<file path="src/rtl/ctrl_pkg.sv">
// Shared definitions for the nibble-processor control stage: opcodes,
// control-state encoding and ALU operation encodings.
package ctrl_pkg;

    localparam int unsigned OPC_W   = 4;
    localparam int unsigned ALUOP_W = 3;

    typedef enum logic [1:0] {
        ST_FETCH = 2'd0,
        ST_EXEC  = 2'd1,
        ST_HALT  = 2'd2
    } state_t;

    localparam logic [OPC_W-1:0] OP_NOP  = 4'h0;
    localparam logic [OPC_W-1:0] OP_LIT  = 4'h1;
    localparam logic [OPC_W-1:0] OP_IN   = 4'h2;
    localparam logic [OPC_W-1:0] OP_OUT  = 4'h3;
    localparam logic [OPC_W-1:0] OP_ADDI = 4'h4;
    localparam logic [OPC_W-1:0] OP_SUBI = 4'h5;
    localparam logic [OPC_W-1:0] OP_ANDI = 4'h6;
    localparam logic [OPC_W-1:0] OP_NORI = 4'h7;
    localparam logic [OPC_W-1:0] OP_CMPI = 4'h8;
    localparam logic [OPC_W-1:0] OP_JMP  = 4'h9;
    localparam logic [OPC_W-1:0] OP_JC   = 4'hA;
    localparam logic [OPC_W-1:0] OP_JNC  = 4'hB;
    localparam logic [OPC_W-1:0] OP_JZ   = 4'hC;
    localparam logic [OPC_W-1:0] OP_JNZ  = 4'hD;
    localparam logic [OPC_W-1:0] OP_HALT = 4'hE;

    localparam logic [ALUOP_W-1:0] ALU_PASSB = 3'b000;
    localparam logic [ALUOP_W-1:0] ALU_ADD   = 3'b001;
    localparam logic [ALUOP_W-1:0] ALU_SUB   = 3'b010;
    localparam logic [ALUOP_W-1:0] ALU_AND   = 3'b011;
    localparam logic [ALUOP_W-1:0] ALU_NOR   = 3'b100;

endpackage

</file>
<file path="src/rtl/decode_ctrl_flag_reg.sv">
// flag_reg: 2-bit carry/zero register, per-bit flop with load enable.
// Ports: clk, reset (async, active-high), i_ld (load enable),
//        i_d[1:0] (next flag values), o_q[1:0] (registered flags).
module flag_reg (
    input  logic       clk,
    input  logic       reset,
    input  logic       i_ld,
    input  logic [1:0] i_d,
    output logic [1:0] o_q
);

    logic [1:0] r_q;

    // One enabled flop per bit, same shape as the fetch register.
    for (genvar g = 0; g < 2; g++) begin : g_bit
        always_ff @(posedge clk or posedge reset) begin
            if (reset)     r_q[g] <= 1'b0;
            else if (i_ld) r_q[g] <= i_d[g];
        end
    end

    assign o_q = r_q;

endmodule

</file>
<file path="src/rtl/decode_ctrl.sv">
// decode_ctrl: FETCH/EXEC sequencer and opcode decoder for the 4-bit
// nibble processor; owns the carry/zero flag register.
// Inputs : clk, reset (async, active-high), enable (run/stall),
//          instr[3:0], alu_c, alu_z.
// Outputs: fetch_en, pc_inc, pc_load, acc_we, src_sel, alu_op[2:0], out_we
//          (combinational strobes), carry_q, zero_q (registered flags),
//          halted.
// Build option: define DECODE_CTRL_HALT_EN to make opcode 0xE stop the
// machine; otherwise 0xE is a NOP and halted is tied low.
module decode_ctrl
    import ctrl_pkg::*;
(
    input  logic               clk,
    input  logic               reset,
    input  logic               enable,
    input  logic [OPC_W-1:0]   instr,
    input  logic               alu_c,
    input  logic               alu_z,
    output logic               fetch_en,
    output logic               pc_inc,
    output logic               pc_load,
    output logic               acc_we,
    output logic               src_sel,
    output logic [ALUOP_W-1:0] alu_op,
    output logic               out_we,
    output logic               carry_q,
    output logic               zero_q,
    output logic               halted
);

    state_t     r_state;
    state_t     w_next;
    logic       w_flag_ld;
    logic       w_take;
    logic [1:0] w_flags;

    // State register.
    always_ff @(posedge clk or posedge reset) begin
        if (reset) r_state <= ST_FETCH;
        else       r_state <= w_next;
    end

    // Branch condition from the registered flags only.
    always_comb begin
        w_take = 1'b0;
        case (instr)
            OP_JMP:  w_take = 1'b1;
            OP_JC:   w_take = carry_q;
            OP_JNC:  w_take = ~carry_q;
            OP_JZ:   w_take = zero_q;
            OP_JNZ:  w_take = ~zero_q;
            default: w_take = 1'b0;
        endcase
    end

    // Next state and strobes; a stalled cycle leaves everything at default.
    always_comb begin
        w_next    = r_state;
        fetch_en  = 1'b0;
        pc_inc    = 1'b0;
        pc_load   = 1'b0;
        acc_we    = 1'b0;
        src_sel   = 1'b0;
        alu_op    = ALU_PASSB;
        out_we    = 1'b0;
        w_flag_ld = 1'b0;
        if (enable) begin
            case (r_state)
                ST_FETCH: begin
                    fetch_en = 1'b1;
                    pc_inc   = 1'b1;
                    w_next   = ST_EXEC;
                end
                ST_EXEC: begin
                    w_next = ST_FETCH;
                    case (instr)
                        OP_LIT:  acc_we = 1'b1;
                        OP_IN: begin
                            acc_we  = 1'b1;
                            src_sel = 1'b1;
                        end
                        OP_OUT:  out_we = 1'b1;
                        OP_ADDI: begin
                            acc_we    = 1'b1;
                            alu_op    = ALU_ADD;
                            w_flag_ld = 1'b1;
                        end
                        OP_SUBI: begin
                            acc_we    = 1'b1;
                            alu_op    = ALU_SUB;
                            w_flag_ld = 1'b1;
                        end
                        OP_ANDI: begin
                            acc_we    = 1'b1;
                            alu_op    = ALU_AND;
                            w_flag_ld = 1'b1;
                        end
                        OP_NORI: begin
                            acc_we    = 1'b1;
                            alu_op    = ALU_NOR;
                            w_flag_ld = 1'b1;
                        end
                        OP_CMPI: begin
                            alu_op    = ALU_SUB;
                            w_flag_ld = 1'b1;
                        end
                        // Not-taken jumps still step over the address byte.
                        OP_JMP, OP_JC, OP_JNC, OP_JZ, OP_JNZ: begin
                            pc_load = w_take;
                            pc_inc  = ~w_take;
                        end
`ifdef DECODE_CTRL_HALT_EN
                        OP_HALT: w_next = ST_HALT;
`endif
                        default: ;
                    endcase
                end
                default: ;
            endcase
        end
    end

    flag_reg u_flag_reg (
        .clk   (clk),
        .reset (reset),
        .i_ld  (w_flag_ld),
        .i_d   ({alu_c, alu_z}),
        .o_q   (w_flags)
    );

    assign carry_q = w_flags[1];
    assign zero_q  = w_flags[0];

`ifdef DECODE_CTRL_HALT_EN
    assign halted = (r_state == ST_HALT);
`else
    assign halted = 1'b0;
`endif

endmodule
</file>
<file path="config.mk">
export PLATFORM = sky130hd
export DESIGN_NAME = decode_ctrl
export DESIGN_NICKNAME = d
export VERILOG_FILES = /design/src/rtl/ctrl_pkg.sv /design/src/rtl/decode_ctrl_flag_reg.sv /design/src/rtl/decode_ctrl.sv
export SDC_FILE = /design/constraint.sdc
export NUM_CORES = 1
export LEC_CHECK = 0
export CORE_AREA = 3 3 40 42
export CTS_BUF_LIST = sky130_fd_sc_hd__clkbuf_2
export DETAILED_ROUTE_END_ITERATION = 8
export DIE_AREA = 0 0 43 45
export SLEW_MARGIN = 10
export SYNTH_ARGS = -nofsm -noshare
export SYNTH_HDL_FRONTEND = slang
export SYNTH_SLANG_ARGS = --single-unit
</file>
<file path="constraint.sdc">
create_clock -name clk -period 2 [get_ports clk]
set_input_delay 0.4 -clock clk [delete_from_list [all_inputs] [get_ports clk]]
set_output_delay 0.4 -clock clk [all_outputs]
set_load 0.1 [all_outputs]
</file>
==> metrics.yaml <==
die:
  dieArea_um2: 1940
  fp.dieW_um: 43
  core_um2: 1280
  start_util_pct: 26.8
  io_pins: 21
  chipHeight_um: 45
  rows: 13
final_layout:
  register_area_um2: 82.6
  final_core_util_pct: 67.1
  antenna_cells: 0
  multi_input_area_um2: 323
  area_delta_synth_final_pct: 151
  drive_gt1_share_pct: 68.8
  final_net_count: 87
  fill_cells: 108
setup_path:
  critPathSlowestCell: "nor4b_4"
  cp_top_family: "buffers and inverters"
  crit_chain: "buf_2, buf_4, nor2b_4, a221oi_2, buf_4, nor4b_4, buf_12"
  crit_type: "primary input to output pin"
  slowest_delay_ps: 320
  worst-path-buf-inv: 4
  cp_common_cell: "buf_4"
  arrival_ps: 1560
  critPathMaxFanout: 6
  crit_path_end_kind: "output pin"
  worst_ep_required_time_ps: 1600
  start_kind: "primary input"
timing:
  max_freq_mhz: 511
  min_period_over_period_pct: 97.9
  tns_ps: 0
  period_needed_ps: 1960
  setup_violations: 0
  rsz0062_at_grt: "yes"
  slew_viol_final: 0
  finalClockSkew_ps: 4.68
  hold_violations: 0
grt:
  grt_overflow: 0
  grt_first_pass_wirelength_um: 1910
  grt_usage_pct: 13.4
  antenna_found_initial: 0
  grt_pass1_vias: 452
  grt_max_degree: 7
logic_synthesis:
  syn_inst: 41
  syn_area_um2: 344
  yosysUniqueCellTypes: 22
  syn_nets: 50
  synth-seq-area-share_pct: 21.8
  yosys.area_share.adder_pct: 0
  synth_xor_area_share_pct: 5.09
  synth_compound_area_share_pct: 21.1
  syn_avg_cell_area_um2: 8.39
  synth_top_family_by_area: "simple AND/OR/NAND/NOR gates"
  ys.warnings.count: 0
  ys_ff_latch: 3
  synthMuxAreaShare_pct: 6.55
  synth_simple_gate_area_share_pct: 32.0
run_status:
  status: "complete, no violations"
clocking:
  clk_pin_slew_ps: 50
  h-tree-depth: 1
  tritoncts: "built"
  ctsLongestPathBuffers: 2
  cts_root_buf: "clkbuf_2"
  cts_hold_buffers: 0
  cts_buffers: 3
  clock-sinks: 3
  clkLatencyLatePin_ps: 210
power_and_ir_drop:
  leakage_nw: 0.388
  vdd_drop_max_uv: 824
  powerDensity_nw_per_um2: 1050
  total_power_mw: 0.902
drt:
  dr.pass1.iters: 2
  drt_iter0_drc: 3
  ant_nets: 0
  wl_um: 1100
  viasPerCell: 4.53
  vias: 417
  drcViolationCount: 0
  routedWlPerCell_um: 12.0
place:
  dp_hpwl_um: 934
  port_buffers: 19
  routabilityCongestion: 0.739
run:
  drv_cap: 0
min_path:
  hp-class: "primary input to async pin"
## path summary, 6_finish.rpt
path	slack, ps	start	end	depth (start not counted)
worst min register to register	570	r_state[0]	r_state[0]	1
min in group clk	570	r_state[0]	r_state[0]	1
worst max-delay path	40	instr[1]	pc_load	7
max in group asynchronous	1490	reset	u_flag_reg.o_q[1]	2
worst min-delay path	360	reset	r_state[0]	2
worst max register to register	580	r_state[0]	u_flag_reg.o_q[1]	4
## per-layer routing
layer	vias to the layer above	global-route usage, %	wire length, µm
li1	215	-	-
met3	0	2.79	81
met1	187	14.1	428
met2	15	25.1	595
met5	-	0	0
met4	0	7.23	0
## synthesized netlist by cell type
library cell / count / area share [%]
buf_6: 1 / 3.3
and3_1: 1 / 1.8
buf_4: 2 / 4.4
a221oi_2: 1 / 4.4
nor2_1: 3 / 3.3
a21oi_1: 2 / 2.9
o21bai_2: 1 / 3.3
mux2_1: 2 / 6.5
buf_2: 1 / 1.5
nor2b_1: 4 / 7.3
o21ai_0: 2 / 2.9
nand2_1: 3 / 3.3
a211oi_1: 1 / 2.2
conb_1: 1 / 1.1
nor4b_1: 2 / 5.1
xor2_1: 2 / 5.1
inv_1: 3 / 3.3
o21a_1: 1 / 2.2
dfrtp_1: 3 / 22
nor3_1: 3 / 4.4
o221a_1: 1 / 3.3
nor4b_4: 1 / 6.9
## where the power goes
group	internal [mW]	leakage [nW]	switching [mW]	total (mW)
Combinational	0.230	0.338	0.433	0.663
Clock	0.0528	0.0166	0.0327	0.0855
Sequential	0.106	0.0335	0.0472	0.153
Total	0.388	0.388	0.513	0.902
## worst register-to-register path, cell delays in order, from the launching register on
cell,delay (ps)
dfrtp_1,440
nand2_2,140
buf_4,190
o21bai_2,210
mux2_1,320
## metrics by stage
step	instance area, µm²	instances	worst slack [ps]	hold slack, ps
detailed placement	812	86	-329	545
global placement	812	86	-311	551
global route	862	92	-22.7	343
CTS	855	91	59.4	344
finish	862	92	41.7	355
floorplan	452	41	-352	154
## flip-flops by register name, indices dropped and copies added (netlist names)
register        flops
u_flag_reg.o_q      2
r_state             1
## layout make-up
cell class,count,share of cell area [%]
Inverter,3,1.31
Sequential cell,3,9.58
Clock buffer,4,2.32
Multi-Input combinational cell,31,37.4
Timing Repair Buffer,36,47.2
Tap cell,15,2.18
## logic make-up after synthesis
family          after synthesis
mux                           2
buf+inv                       7
compound gates                9
flops                         3
other cells                   1
xor+xnor                      2
simple gates                 17
## layout by cell type, fill, tap and decap left out
cell type / Yosys / layout
o21ai_0: 2 / 1
inv_1: 3 / 3
clkdlybuf4s50_1: 0 / 3
nor3_1: 3 / 1
nor2_1: 3 / 2
buf_6: 1 / 3
nor2b_1: 4 / 1
nor4b_4: 1 / 3
clkdlybuf4s15_2: 0 / 1
buf_2: 1 / 1
a221oi_2: 1 / 1
nor3_4: 0 / 2
o21bai_2: 1 / 1
o21a_1: 1 / 1
dfrtp_4: 0 / 2
a21oi_2: 0 / 2
nand2_1: 3 / 2
a211oi_2: 0 / 1
buf_12: 0 / 9
o221a_2: 0 / 1
and3_1: 1 / 1
nand2_2: 0 / 1
dlygate4sd2_1: 0 / 3
mux2_1: 2 / 2
nor2_4: 0 / 1
o21ai_2: 0 / 1
conb_1: 1 / 1
clkbuf_2: 0 / 4
nor2b_4: 0 / 2
xor2_1: 2 / 2
dfrtp_1: 3 / 1
buf_4: 2 / 16
nor2b_2: 0 / 1
## timing repair
action,in CTS,in global routing
endpoints found under the setup margin,8,2
pin swaps,5,1
gates resized for setup,16,0
buffers inserted,1,1
No activity file was read; power rests on OpenSTA's default activity.
